[config.mk]
export PLATFORM = sky130hd
export DESIGN_NAME = pzbcm_stream_arbiter
export DESIGN_NICKNAME = d
export VERILOG_FILES = /design/src/rtl/pzbcm_selector_pkg.sv /design/src/rtl/pzbcm_stream_arbiter_pkg.sv /design/src/rtl/pzbcm_rr_pointer_search.sv /design/src/rtl/pzbcm_selector.sv /design/src/rtl/pzbcm_stream_arbiter.sv
export SDC_FILE = /design/constraint.sdc
export NUM_CORES = 1
export LEC_CHECK = 0
export ABC_AREA = 1
export BUFFER_PORTS_ARGS = -buffer_cell sky130_fd_sc_hd__buf_2
export CAP_MARGIN = 30
export CORE_MARGIN = 1
export CORE_UTILIZATION = 47
export CTS_CLUSTER_DIAMETER = 100
export CTS_CLUSTER_SIZE = 25
export DETAILED_ROUTE_END_ITERATION = 10
export PLACE_DENSITY = 0.82
export SLEW_MARGIN = 20
export SYNTH_ARGS = -nofsm -noshare
export SYNTH_HDL_FRONTEND = slang
export SYNTH_SLANG_ARGS = --single-unit
[constraint.sdc]
create_clock -name i_clk -period 3.3 [get_ports i_clk]
set_clock_uncertainty 0.1 [all_clocks]
set_input_delay 0.33 -clock i_clk [delete_from_list [all_inputs] [get_ports i_clk]]
set_output_delay 0.33 -clock i_clk [all_outputs]
set_load 0.02 [all_outputs]
[src/rtl/pzbcm_selector_pkg.sv]
// Shared selector encodings and width helpers used by the pzbcm mux/demux family.
package pzbcm_selector_pkg;

  typedef enum logic [1:0] {
    PZBCM_SELECTOR_BINARY,
    PZBCM_SELECTOR_PRIORITY,
    PZBCM_SELECTOR_ONEHOT
  } pzbcm_selector_type;

  // Width of a binary index over `entries` items; never zero so ports stay legal.
  function automatic int calc_binary_index_width(int entries);
    return (entries >= 2) ? $clog2(entries) : 1;
  endfunction

  // Width of a select vector in the given encoding.
  function automatic int calc_select_width(pzbcm_selector_type selector_type, int entries);
    return (selector_type == PZBCM_SELECTOR_BINARY) ? calc_binary_index_width(entries) : entries;
  endfunction

endpackage

[src/rtl/pzbcm_stream_arbiter_pkg.sv]
// Types and helpers for the round-robin stream arbiter.
package pzbcm_stream_arbiter_pkg;
  import pzbcm_selector_pkg::*;

  // Upper bound on ENTRIES supported by encode_grant's fixed-width vectors.
  localparam int PZBCM_STREAM_ARBITER_MAX_ENTRIES = 64;

  typedef logic [PZBCM_STREAM_ARBITER_MAX_ENTRIES-1:0] pzbcm_stream_arbiter_vector;

  typedef enum logic {
    ARBITRATE,
    LOCKED
  } pzbcm_stream_arbiter_state;

  // Convert a onehot winner into the select vector of the requested encoding.
  // PRIORITY and ONEHOT both carry the onehot vector unchanged; BINARY ORs the
  // indices of the set bits, which is exact because at most one bit is set.
  function automatic pzbcm_stream_arbiter_vector encode_grant(
    pzbcm_selector_type         selector_type,
    pzbcm_stream_arbiter_vector onehot
  );
    pzbcm_stream_arbiter_vector select;
    select = '0;
    if (selector_type == PZBCM_SELECTOR_BINARY) begin
      for (int i = 0; i < PZBCM_STREAM_ARBITER_MAX_ENTRIES; i++) begin
        if (onehot[i]) begin
          select = select | pzbcm_stream_arbiter_vector'(i);
        end
      end
    end else begin
      select = onehot;
    end
    return select;
  endfunction

endpackage

[src/rtl/pzbcm_rr_pointer_search.sv]
// Combinational round-robin search: first request at or after the pointer,
// wrapping to the lowest request when none is at or above it.
module pzbcm_rr_pointer_search
  import pzbcm_selector_pkg::*;
#(
  parameter int  ENTRIES = 2,
  localparam int PTR_W   = calc_binary_index_width(ENTRIES)
)(
  input  logic [ENTRIES-1:0] i_request,
  input  logic [PTR_W-1:0]   i_pointer,
  output logic [ENTRIES-1:0] o_grant
);

  logic [ENTRIES-1:0] upper_mask;
  logic [ENTRIES-1:0] upper_request;
  logic [ENTRIES-1:0] search_request;

  // Requests at or above the pointer take precedence; otherwise fall back to
  // the full request vector, which is the wrapped half of a doubled vector.
  assign upper_mask     = {ENTRIES{1'b1}} << i_pointer;
  assign upper_request  = i_request & upper_mask;
  assign search_request = (|upper_request) ? upper_request : i_request;

  // Isolate the lowest set bit with a single carry chain.
  assign o_grant = search_request & (~search_request + ENTRIES'(1));

endmodule

[src/rtl/pzbcm_selector.sv]
// Generic N-to-1 value selector driven by a binary, priority or onehot select.
module pzbcm_selector
  import pzbcm_selector_pkg::*;
#(
  parameter pzbcm_selector_type SELECTOR_TYPE = PZBCM_SELECTOR_BINARY,
  parameter int                 ENTRIES       = 2,
  parameter type                TYPE          = logic,
  localparam int                SELECT_WIDTH  = calc_select_width(SELECTOR_TYPE, ENTRIES)
)(
  input  logic [SELECT_WIDTH-1:0] i_select,
  input  TYPE                     i_value[ENTRIES],
  output TYPE                     o_value
);

  localparam int W = $bits(TYPE);

  if (SELECTOR_TYPE == PZBCM_SELECTOR_BINARY) begin : g_binary
    // Index select; out-of-range indices yield zero.
    always_comb begin
      logic [W-1:0] acc;
      // NOTE: every combinational variable gets a default first, otherwise a
      // path that skips the assignment infers a latch.
      acc = '0;
      for (int i = 0; i < ENTRIES; i++) begin
        if (i_select == SELECT_WIDTH'(i)) begin
          acc = i_value[i];
        end
      end
      o_value = TYPE'(acc);
    end
  end else if (SELECTOR_TYPE == PZBCM_SELECTOR_PRIORITY) begin : g_priority
    // Lowest set select bit wins; walk downward so the lowest index overrides.
    always_comb begin
      logic [W-1:0] acc;
      acc = '0;
      for (int i = ENTRIES - 1; i >= 0; i--) begin
        if (i_select[i]) begin
          acc = i_value[i];
        end
      end
      o_value = TYPE'(acc);
    end
  end else begin : g_onehot
    // AND-OR mux; caller guarantees at most one select bit is set.
    always_comb begin
      logic [W-1:0] acc;
      acc = '0;
      for (int i = 0; i < ENTRIES; i++) begin
        acc = acc | ({W{i_select[i]}} & i_value[i]);
      end
      o_value = TYPE'(acc);
    end
  end

endmodule

[src/rtl/pzbcm_stream_arbiter.sv]
// N-to-1 round-robin stream arbiter with packet locking and a registered
// output stage; the grant is emitted in pzbcm_selector select format.
module pzbcm_stream_arbiter
  import pzbcm_selector_pkg::*;
  import pzbcm_stream_arbiter_pkg::*;
#(
  parameter int                 ENTRIES      = 2,
  parameter int                 WIDTH        = 8,
  parameter type                TYPE         = logic [WIDTH-1:0],
  parameter pzbcm_selector_type GRANT_TYPE   = PZBCM_SELECTOR_BINARY,
  parameter TYPE                DEFAULT      = TYPE'(0),
  localparam int                SELECT_WIDTH = calc_select_width(GRANT_TYPE, ENTRIES)
)(
  input  logic                    i_clk,
  input  logic                    i_rst,
  input  logic [ENTRIES-1:0]      i_valid,
  output logic [ENTRIES-1:0]      o_ready,
  input  TYPE                     i_data[ENTRIES],
  input  logic [ENTRIES-1:0]      i_last,
  output logic                    o_valid,
  input  logic                    i_ready,
  output TYPE                     o_data,
  output logic                    o_last,
  output logic [SELECT_WIDTH-1:0] o_grant
);

  localparam int PTR_W = calc_binary_index_width(ENTRIES);

  pzbcm_stream_arbiter_state state_q, state_d;
  logic [PTR_W-1:0]          ptr_q, ptr_d;
  logic [PTR_W-1:0]          lock_q, lock_d;

  logic                      valid_q;
  TYPE                       data_q;
  logic                      last_q;
  logic [SELECT_WIDTH-1:0]   grant_q;

  logic                      load;
  logic [ENTRIES-1:0]        lock_onehot;
  logic [ENTRIES-1:0]        request;
  logic [ENTRIES-1:0]        winner;
  logic                      any_request;
  logic [PTR_W-1:0]          winner_index;
  logic [PTR_W-1:0]          next_ptr;
  logic                      winner_last;
  TYPE                       winner_data;
  logic [SELECT_WIDTH-1:0]   winner_grant;

  // The output register can take a beat when empty or being drained.
  assign load        = ~valid_q | i_ready;
  assign lock_onehot = ENTRIES'(1) << lock_q;

  // Candidate mask: every valid requester while arbitrating, only the locked
  // source while a packet is in flight.
  always_comb begin
    request = i_valid;
    if (state_q == LOCKED) begin
      request = i_valid & lock_onehot;
    end
  end

  pzbcm_rr_pointer_search #(
    .ENTRIES (ENTRIES)
  ) u_search (
    .i_request (request),
    .i_pointer (ptr_q),
    .o_grant   (winner)
  );

  pzbcm_selector #(
    .SELECTOR_TYPE (PZBCM_SELECTOR_ONEHOT),
    .ENTRIES       (ENTRIES),
    .TYPE          (TYPE)
  ) u_data_selector (
    .i_select (winner),
    .i_value  (i_data),
    .o_value  (winner_data)
  );

  assign any_request  = |request;
  assign winner_last  = |(winner & i_last);
  assign winner_index = PTR_W'(encode_grant(PZBCM_SELECTOR_BINARY,
                                            pzbcm_stream_arbiter_vector'(winner)));
  assign winner_grant = SELECT_WIDTH'(encode_grant(GRANT_TYPE,
                                                   pzbcm_stream_arbiter_vector'(winner)));
  assign next_ptr     = (winner_index == PTR_W'(ENTRIES - 1)) ? '0
                                                              : winner_index + PTR_W'(1);

  // Only the winner is accepted, and nothing is accepted during reset.
  assign o_ready = (load && !i_rst) ? winner : '0;

  // Arbitration state, round-robin pointer and lock index.
  always_ff @(posedge i_clk or posedge i_rst) begin
    if (i_rst) begin
      state_q <= ARBITRATE;
      ptr_q   <= '0;
      lock_q  <= '0;
    end else begin
      // NOTE: sequential state uses non-blocking assignments so every register
      // samples pre-edge values regardless of block ordering.
      state_q <= state_d;
      ptr_q   <= ptr_d;
      lock_q  <= lock_d;
    end
  end

  // Next state: a beat without last locks its source, a beat with last
  // releases the lock and advances the pointer past the winner.
  always_comb begin
    state_d = state_q;
    ptr_d   = ptr_q;
    lock_d  = lock_q;
    if (load && any_request) begin
      if (winner_last) begin
        ptr_d   = next_ptr;
        state_d = ARBITRATE;
      end else begin
        lock_d  = winner_index;
        state_d = LOCKED;
      end
    end
  end

  // Output register: load the winner, go idle with no candidate, hold on stall.
  // The grant keeps its last value when idle so downstream routing is stable.
  always_ff @(posedge i_clk or posedge i_rst) begin
    if (i_rst) begin
      valid_q <= 1'b0;
      data_q  <= DEFAULT;
      last_q  <= 1'b0;
      grant_q <= '0;
    end else if (load) begin
      if (any_request) begin
        valid_q <= 1'b1;
        data_q  <= winner_data;
        last_q  <= winner_last;
        grant_q <= winner_grant;
      end else begin
        valid_q <= 1'b0;
        data_q  <= DEFAULT;
        last_q  <= 1'b0;
      end
    end
  end

  assign o_valid = valid_q;
  assign o_data  = data_q;
  assign o_last  = last_q;
  assign o_grant = grant_q;

endmodule

-- Word-level counts from Yosys, hierarchy flattened
Index checks and enable logic that the tools add are counted.
- bits in registers: 14
- output and inout port bits: 13
- logic and storage cells: 40
- $add $sub $neg: 2
- shift operators: 2
- muxes and demuxes: 9
- bitwise logic cells: 11
- reduce and logical (&&, ||, !) cells: 9
- operator list (operator ; number):
    AND 8 bit ; 2
    AND 2 bit ; 4
    2-to-1 mux 8 bit ; 1
    OR 8 bit ; 1
    2-to-1 mux 2 bit ; 3
    AND reduction 2 bit ; 3
    OR reduction 2 bit ; 3
    2-to-1 mux 1 bit ; 5
    adder 2 x 1 -> 2 bit (second input constant) ; 1
    logical AND 1 bit ; 2
    inverter 1 bit ; 2
    inverter 2 bit ; 1
    << shifter 1 x 1 -> 2 bit (first input constant) ; 1
    << shifter 2 x 1 -> 2 bit (first input constant) ; 1
    adder 1 bit (second input constant) ; 1
    zero test 1 bit ; 1
    OR 1 bit ; 1

-- Logic depth before layout (Yosys ltp)
Gate-level depths: netlist of run 1.
- word-level depth: 13
- mapped depth: 9
- depth with buffers taken out: 9

-- By module
From an unflattened synthesis of run 1, not the netlist that was laid out.
- cell total of the unflattened synthesis: 106
- area, all modules: 788.3 um^2
- modules (own cells, without submodules) (module ; instances ; cells an instance ; area an instance (um^2)):
    pzbcm_stream_arbiter ; 1 ; 76 ; 660.6
    pzbcm_selector ; 1 ; 26 ; 100.1
    pzbcm_rr_pointer_search ; 1 ; 4 ; 27.5

-- Least setup slack after synthesis of run 1
Ideal clock, no wire load.
- kind: reg-to-output
- start: register valid_q, in the netlist o_valid
- end: output o_ready[0]
- data arrival time: 1275 ps
- required time: 2870 ps
- setup slack: 1595 ps
- stages on the path, launching flop included: 5
- buffers on the path: 1
- cell sequence: dfrtp_1 -> inv_1 -> nor2_4 -> buf_2 -> nor3_1
- word-level cells in the longest chain between the ends: 4
- RTL lines (element ; RTL line ; source):
    start, declared ; pzbcm_stream_arbiter.sv:33 ; logic valid_q;
    start signal, assigned ; pzbcm_stream_arbiter.sv:128 ; valid_q <= 1'b0;
    start signal, assigned ; pzbcm_stream_arbiter.sv:134 ; valid_q <= 1'b1;
    start signal, assigned ; pzbcm_stream_arbiter.sv:139 ; valid_q <= 1'b0;
    inverter 1 bit ; pzbcm_stream_arbiter.sv:50 ; assign load = ~valid_q | i_ready;
    OR 1 bit ; pzbcm_stream_arbiter.sv:50 ;
    logical AND 1 bit ; pzbcm_stream_arbiter.sv:90 ; assign o_ready = (load && !i_rst) ? winner : '0;
    2-to-1 mux 2 bit ; pzbcm_stream_arbiter.sv:90 ;
    end, declared ; pzbcm_stream_arbiter.sv:17 ; output logic [ENTRIES-1:0] o_ready,
Every way passes these cells.

-- Worst setup path after layout of run 1
- start: register lock_q
- end: output o_ready[1]
- word-level cells in the longest chain between the ends: 10
- RTL lines (element ; RTL line ; source):
    start, declared ; pzbcm_stream_arbiter.sv:31 ; logic [PTR_W-1:0] lock_q, lock_d;
    start signal, assigned ; pzbcm_stream_arbiter.sv:103 ; lock_q <= lock_d;
    << shifter 1 x 1 -> 2 bit * ; pzbcm_stream_arbiter.sv:51 ; assign lock_onehot = ENTRIES'(1) << lock_q;
    AND 2 bit * ; pzbcm_stream_arbiter.sv:58 ; request = i_valid & lock_onehot;
    2-to-1 mux 2 bit * ; pzbcm_stream_arbiter.sv:57 ; if (state_q == LOCKED) begin
    AND 2 bit ; pzbcm_rr_pointer_search.sv:21 ; assign upper_request = i_request & upper_mask;
    OR reduction 2 bit ; pzbcm_rr_pointer_search.sv:22 ; assign search_request = (|upper_request) ? upper_request : i_request;
    2-to-1 mux 2 bit * ; pzbcm_rr_pointer_search.sv:22 ;
    inverter 2 bit ; pzbcm_rr_pointer_search.sv:25 ; assign o_grant = search_request & (~search_request + ENTRIES'(1));
    adder 2 x 1 -> 2 bit ; pzbcm_rr_pointer_search.sv:25 ;
    AND 2 bit * ; pzbcm_rr_pointer_search.sv:25 ;
    2-to-1 mux 2 bit * ; pzbcm_stream_arbiter.sv:90 ;
Mark *: on every way between the ends. The rest lies on a longest branch, timed or not.

==> key figures, run 1 <==
Drt
  – First-pass DRT Iterations: 4
  – Initial DRC count: 13
  – WL/cell: 11.49 um
  – Via Count: 700
  – Vias per inst: just over 5
  – Detailed-route wire length: 1586 um
  – Drc violations: 0
  – Post-route ant nets: 0

Logic synthesis
  – Synth cell count leaders: nand2_1, nand3_1, dfrtp_1, inv_1
  – Post-synth ARST share: between 90% and 100%
  – Synth area leaders: dfrtp_1, nand3_1, nand2_1, inv_1, nand2_4
  – Synth unique cells: 17
  – Dominant cell type by area after synthesis: dfrtp_1
  – Syn nets: 110
  – Syn_area_per_cell: approximately 8.4 um^2
  – Mapped cell area: 728.2 um^2
  – Seq/Total Area, Yosys: between 40% and 50%
  – Synth Flop Type: dfrtp_1
  – Yosys reg bits: 14
  – Share of Yosys cell area claimed by the top area cell type: 48.11%
  – Cells after synthesis: 87
  – Post-synth EDFFs: 0
  – Yosys synthesis warning count: 0
  – Top-count cell post-synth: nand2_1

CTS
  – Reg clk slew, reported paths: approximately 80 ps
  – Num CTS Buffers: 3
  – CTS tree: built
  – Longest Clk Path Bufs: 2
  – H-tree level count: 1
  – Clock tree root buffer cell: clkbuf_4
  – CTS sink cnt: 14
  – Post-CTS setup buffer count: 0
  – Clock latency on the worst-skew pair: between 200 and 300 ps
  – Post-CTS sizing: 0
  – Hold_buf cts: 0

STA
  – Worst setup slack after layout: around 1400 ps
  – Sum Neg Setup Slack: 0 ps
  – Final-report setup violation count: 0
  – Worst slew pin tran: between 500 and 600 ps
  – Slew Limit Fails: 0
  – Final hold violations: 0
  – Maximum clock rate: 0.5182 GHz
  – Final worst-path cycle share: around three fifths
  – Relative slew slack: between 60% and 70%
  – Tmin final: 1930 ps
  – RSZ-0062 raised after global routing: no

Setup path
  – Max FO, Critical Path: 9
  – Worst setup startpoint: lock_q$_DFFE_PP0P_
  – Worst EP arrival: approximately 1500 ps
  – Critical path capture point type: primary output
  – Crit path launch type: flip-flop
  – Cells on worst reg2reg path: 5
  – CP required: approximately 2900 ps
  – FF-to-FF Start: o_valid$_DFFE_PP0N_
  – CP Class: flip-flop to primary output

Floorplanning
  – Core area: 1366 um^2
  – IO Pins: 36
  – Die height: 41.36 um
  – Initial core utilization: 53.30%
  – Std-Cell Rows: 13
  – Die ar.: 1711 um^2
  – Die Wd: 41.36 um

Pwr
  – Leak pwr: 0.5450 nW
  – VDD IR-drop max: between 0.0004 and 0.0005 V
  – Pwr per Cell Area: between 700 and 800 nW/um^2

Global route
  – Total Routing Usage GR: 20.09%
  – Largest net degree at the start of global routing: 15
  – Initial antenna violation count: 0
  – Vias in the first global route: 550
  – First-pass GRT wire length: 2180 um
  – Remaining Overflow, GRT: 0

Placed design
  – Post-detail-place hpwl: 1218 um
  – GPL Wtd Cong: 0.8459
  – Setup WS pre-CTS: about 1700 ps
  – IO Port Bufs: 35

Cells and area
  – Syn-to-layout area delta: 28.35%
  – Antenna Cells: 0
  – Final nets: 148
  – Final core occ: 68.41%
  – Share of cells above drive strength 1: 43.09%

Status
  – Status: complete, no violations

Job
  – Max cap viols: 0

Min path
  – Hold WC Path Type: primary input to async pin
worst paths after layout:
kind                                          to  slack [ps]
min                        o_data[4]$_DFFE_PP0N_           5
max reg2reg                o_data[1]$_DFFE_PP0N_        1830
min reg2reg                   o_last$_DFFE_PP0N_         390
min in group i_clk         o_data[4]$_DFFE_PP0N_         150
max                                   o_ready[1]        1370
max in group asynchronous     lock_q$_DFFE_PP0P_        2750
flip-flops by register name, summed over array words and instances, names as in the netlist:
signal,flops
state_q,1
o_last,1
o_data,8
lock_q,1
o_valid,1
ptr_q,1
o_grant,1
metal layers:
metal  share of wire [%]  up-vias  global-route usage [%]
met5                   0        -                       0
met4                 2.1        0                   11.29
met3                 5.9        5                   3.723
met2                  47       23                   30.08
met1                  45      318                   27.21
li1                    -      354                       -
worst max-delay path, stage by stage, from the launching register on:
cell and delay [ps]:
dfrtp_1 370, inv_1 60, nand2_2 70, nand3_2 100, nand2_4 110, nand2_4 80
nor2_8 140, inv_2 60, nor2_2 70, buf_2 160
power by group:
part	internal (mW)	total (mW)	switching [mW]	leakage (nW)
clock network	0.0424	0.0957	0.0533	0.0138
registers	0.237	0.274	0.0368	0.176
logic	0.112	0.336	0.224	0.355
cells by family (layout without fill, tap and decap cells):
logic type	after synthesis	in the layout	share of synthesized area (%)
AND/OR/NAND/NOR	57	57	41.75
AO/OA/AOI/OAI	3	3	3.093
buffers and inverters	13	49	7.045
flip-flops	14	14	48.11
cell type report:
type | instances | area, um^2
Multi-Input combinational cell | 60 | 326.6
Sequential cell | 14 | 350.3
Inverter | 11 | 41.29
Timing Repair Buffer | 35 | 175.2
Clock buffer | 3 | 22.52
Tap cell | 15 | 18.77
Fill cell | 117 | 431.7
metrics by stage:
stage	cell area, um^2	hold WS (ps)	power (mW)	cells
floorplan	728.2	119.2	0.5166	87
global placement	912.1	311.8	0.6063	135
detailed placement	912.1	322.3	0.6138	135
CTS	934.6	21.89	0.7088	138
global route	934.6	63.53	0.7599	138
finish	934.6	4.854	0.7060	138
placed cells by master, fill, tap and decap left out:
| cell | count |
|---|---|
| a21oi_2 | 1 |
| buf_2 | 35 |
| clkbuf_4 | 3 |
| dfrtp_1 | 14 |
| inv_1 | 8 |
| inv_2 | 3 |
| nand2_1 | 25 |
| nand2_2 | 3 |
| nand2_4 | 2 |
| nand3_1 | 20 |
| nand3_2 | 2 |
| nand4_1 | 1 |
| nor2_2 | 1 |
| nor2_4 | 1 |
| nor2_8 | 1 |
| nor3_1 | 1 |
| o21ai_0 | 1 |
| o21ai_2 | 1 |
No activity file was read; power rests on OpenSTA's default activity.
==> run 2, diff against run 1 <==
--- a/config.mk
+++ b/config.mk
@@ -5,15 +5,16 @@
 export SDC_FILE = /design/constraint.sdc
 export NUM_CORES = 1
 export LEC_CHECK = 0
-export ABC_AREA = 1
+export ABC_AREA = 0
 export BUFFER_PORTS_ARGS = -buffer_cell sky130_fd_sc_hd__buf_2
 export CAP_MARGIN = 30
+export CORE_ASPECT_RATIO = 0.8
 export CORE_MARGIN = 1
-export CORE_UTILIZATION = 47
+export CORE_UTILIZATION = 44
 export CTS_CLUSTER_DIAMETER = 100
 export CTS_CLUSTER_SIZE = 25
 export DETAILED_ROUTE_END_ITERATION = 10
-export PLACE_DENSITY = 0.82
+export PLACE_DENSITY = 0.77
 export SLEW_MARGIN = 20
 export SYNTH_ARGS = -nofsm -noshare
 export SYNTH_HDL_FRONTEND = slang
==> constraint.sdc (replaced) <==
create_clock -name i_clk -period 1.8 [get_ports i_clk]
set_clock_uncertainty 0.1 [all_clocks]
set_input_delay 0.18 -clock i_clk [delete_from_list [all_inputs] [get_ports i_clk]]
set_output_delay 0.18 -clock i_clk [all_outputs]
set_load 0.02 [all_outputs]
==> key figures, run 2 <==
Cells and area
  – Fillers: 108 (-7.7%)
  – Share of cells above drive strength 1: 52.99% (+9.9 points)
  – FF/Latch Area: 350.3 um^2 (unchanged)
  – Final cell count without fillers: 138 (unchanged)
  – Syn-to-layout area delta: 41.88%
  – Max FFs per register: 8 (unchanged)
  – Commonest non-fill, non-tap cells in the layout: buf_2, nor2_1, dfrtp_1
  – Final nets: 141 (-4.7%)
  – Most common library cell in the layout ignoring fill and taps: buf_2
  – Antenna Cells: 0 (unchanged)
  – Multi-input gate area: 372.9 um^2 (+14%)

Setup path
  – FF-to-FF Start: ptr_q$_DFFE_PP0P_
  – Worst EP arrival: 1480 ps (-20 ps)
  – Worst setup startpoint: state_q$_DFFE_PP0P_
  – Max FO, Critical Path: 6 (-3)
  – CP Class: flip-flop to primary output
  – CP delay by family, top: simple AND/OR/NAND/NOR gates
  – CP required: 1520 ps (-1350 ps)
  – Cells on worst reg2reg path: 4 (-1)
  – Crit path launch type: flip-flop
  – Cell mode on critical path: buf_6
  – Crit path depth: 5 (-4)
  – Crit-path cells: buf_6 -> nand3b_1 -> and3_4 -> and3_1 -> buf_6
  – Slowest stage delay, CP: 400 ps (+30 ps)
  – CP bufs+invs: 2 (-1)
  – Critical path capture point type: primary output
  – Slowest stage cell, crit path: dfrtp_1

Pwr
  – Reg power frac: 33.6% (-5.2 points)
  – Leak pwr: 0.5443 nW (-0.13%)
  – Logic pwr share: 52.0% (+4.4 points)
  – VDD IR-drop max: 0.0008395 V (+72%)
  – P_sw: 0.6348 mW (+100%)
  – Pwr per Cell Area: 1468 nW/um^2 (+94%)
  – Switching share of total power: 40.81% (-3.7 points)
  – Internal Power: 0.9208 mW (+140%)
  – Clock Power Share: 14.3% (+0.7 points)

CTS
  – Longest Clk Path Bufs: 2 (unchanged)
  – Num CTS Buffers: 3 (unchanged)
  – CTS sink cnt: 14 (unchanged)
  – Clock latency on the worst-skew pair: 280 ps (about the same)
  – CTS tree: built
  – H-tree level count: 1 (unchanged)
  – Clock tree root buffer cell: clkbuf_4
  – Reg clk slew, reported paths: 80 ps (about the same)

Logic synthesis
  – Synth area leaders: dfrtp_1, a221oi_2, nor2_1, a31oi_1, and3_1
  – Syn nets: 95 (-14%)
  – Dominant cell type by area after synthesis: dfrtp_1
  – Seq/Total Area, Yosys: 46.90% (-1.2 points)
  – Synth cell count leaders: nor2_1, dfrtp_1, a221oi_2, a31oi_1, and3_1
  – Cells after synthesis: 72 (-17%)
  – Synth Area in Adders: 0% (unchanged)
  – Synth Flop Type: dfrtp_1
  – Multiplexer share of the synthesized area: 4.188% (+4.2 points)
  – Post-synth EDFFs: 0 (unchanged)
  – Yosys synthesis warning count: 0 (unchanged)
  – Post-synth ARST share: 100.0% (unchanged)
  – Mapped cell area: 747.0 um^2 (+2.6%)
  – Simple-gate share of the synthesized area: 20.60% (-21 points)
  – Xor and xnor area share after synthesis: 0% (unchanged)
  – Syn_area_per_cell: 10.37 um^2 (+24%)
  – Top-count cell post-synth: nor2_1
  – Share of Yosys cell area claimed by the top area cell type: 46.90% (-1.2 points)
  – Synth unique cells: 24 (+7)
  – Largest family of logic cells by synthesized area: compound AO/OA/AOI/OAI gates
  – Yosys reg bits: 14 (unchanged)
  – Compound-cell area share of the yosys netlist: 23.62% (+21 points)

Min path
  – Hold WC Path Type: primary input to flip-flop
  – Min-delay src: i_data[6]
  – Hold Crit Depth: 3

Floorplanning
  – Std-Cell Rows: 12 (-1)
  – IO Pins: 36 (unchanged)
  – Die ar.: 1867 um^2 (+9.2%)
  – Die Wd: 48.07 um (+16%)
  – Core area: 1486 um^2 (+8.8%)
  – Initial core utilization: 50.25% (-3.0 points)
  – Die height: 38.85 um (-6.1%)

Global route
  – Remaining Overflow, GRT: 0 (unchanged)
  – Initial antenna violation count: 0 (unchanged)
  – First-pass GRT wire length: 2732 um (+25%)
  – Vias in the first global route: 654 (+19%)
  – Total Routing Usage GR: 22.23% (+2.1 points)
  – Largest net degree at the start of global routing: 15 (unchanged)

STA
  – Sum Neg Setup Slack: 0 ps (unchanged)
  – Final-report setup violation count: 0 (unchanged)
  – Hold Worst Slack: 43.04 ps (+38.18 ps)
  – Final worst-path cycle share: 97.62%
  – Worst slew pin tran: 293.2 ps (-231.6 ps)
  – Slew Limit Fails: 0 (unchanged)
  – Relative slew slack: 80.46% (+15 points)
  – Maximum clock rate: 0.5691 GHz
  – Tmin final: ~1800 ps
  – Final hold violations: 0 (unchanged)

Drt
  – Via Count: 700 (unchanged)
  – WL/cell: 12.76 um (+11%)
  – Drc violations: 0 (unchanged)
  – Detailed-route wire length: 1761 um (+11%)
  – Post-route ant nets: 0 (unchanged)
  – Initial DRC count: 16 (+3)
  – Vias per inst: 5.072 (unchanged)
  – First-pass DRT Iterations: 2 (-2)

Placed design
  – GPL Wtd Cong: 0.8828 (+4.4%)
  – IO Port Bufs: 35 (unchanged)
  – Post-detail-place hpwl: 1343 um (+10%)
  – Placed cell count: 131 (-3.0%)

Status
  – Status: complete, no violations

Job
  – Max cap viols: 0 (unchanged)
run 2: cell count changes in the layout (fill, tap and decap cells not counted), moves of 4 or more:
| cell | change |
|---|---|
| nand3_1 | -20 |
| a221oi_2 | +8 |
| inv_1 | -5 |
| nand2_1 | -23 |
| a31oi_1 | +4 |
| buf_4 | +8 |
| nor2_1 | +17 |
run 2: final cells by class:
| class | count | area share [%] |
|---|---|---|
| well taps | 21 | 2.479 |
| flip-flops and latches | 14 | 33.06 |
| multi-input cells | 51 | 35.18 |
| repair buffers | 45 | 24.79 |
| clock buffers | 4 | 3.424 |
| inverters | 3 | 1.063 |
run 2: logic make-up (layout without fill, tap and decap cells):
| group | count (synthesis) | count (layout) |
|---|---|---|
| flops | 14 | 14 |
| mux | 3 | 3 |
| compound gates | 16 | 16 |
| simple gates | 32 | 32 |
| buf+inv | 7 | 52 |
run 2: worst reg2reg max path: cells and delay by family (launching register included):
kind               cells  cell delay [ps]
AOI/OAI and AO/OA      1              310
and+or+nand+nor        3              800
DFF                    1              410
run 2: what timing repair did:
item	CTS	global route
endpoints found under the hold margin	14	0
hold buffers	1	0
resized for setup	2	5
pin swaps	1	0
setup buffers	1	1
endpoints found under the setup margin	1	10
run 2: path summary, 6_finish.rpt:
path                                         end  slack (ps)
max                                   o_ready[0]          40
min                        o_data[6]$_DFFE_PP0N_          40
max reg2reg                o_data[1]$_DFFE_PP0N_          70
min reg2reg                o_data[6]$_DFFE_PP0N_         410
max in group asynchronous  o_data[7]$_DFFE_PP0N_        1050
min in group asynchronous    o_valid$_DFFE_PP0N_         370
run 2: through the flow:
stage / instance area, um^2 / setup slack (ps) / util [%] / power, mW
final: 1060 / 42.85 / 71.30 / 1.556
after global routing: 1060 / -7.337 / 71.30 / 1.678
after CTS: 1036 / 2.987 / 69.70 / 1.541
after detailed placement: 977.2 / 52.59 / 65.74 / 1.294
after global placement: 977.2 / 85.79 / 65.74 / 1.272
after floorplan: 747.0 / 107.7 / - / 1.047
run 2: power by group through the flow:
| stage | clock (mW) | combinational [mW] | sequential, mW |
|---|---|---|---|
| after floorplan | 0 | 0.387 | 0.660 |
| after global placement | 0 | 0.753 | 0.519 |
| after detailed placement | 0 | 0.768 | 0.526 |
| after CTS | 0.232 | 0.789 | 0.520 |
| final | 0.223 | 0.809 | 0.523 |
| after global routing | 0.243 | 0.893 | 0.541 |
run 2: per-layer routing:
| metal | global-route usage [%] | vias to the layer above | part of all wire (%) |
|---|---|---|---|
| met5 | 0 | - | 0 |
| met4 | 4.861 | 0 | 0 |
| met3 | 9.346 | 0 | 6.6 |
| met2 | 37.50 | 23 | 45 |
| met1 | 26.02 | 324 | 48 |
| li1 | - | 353 | - |
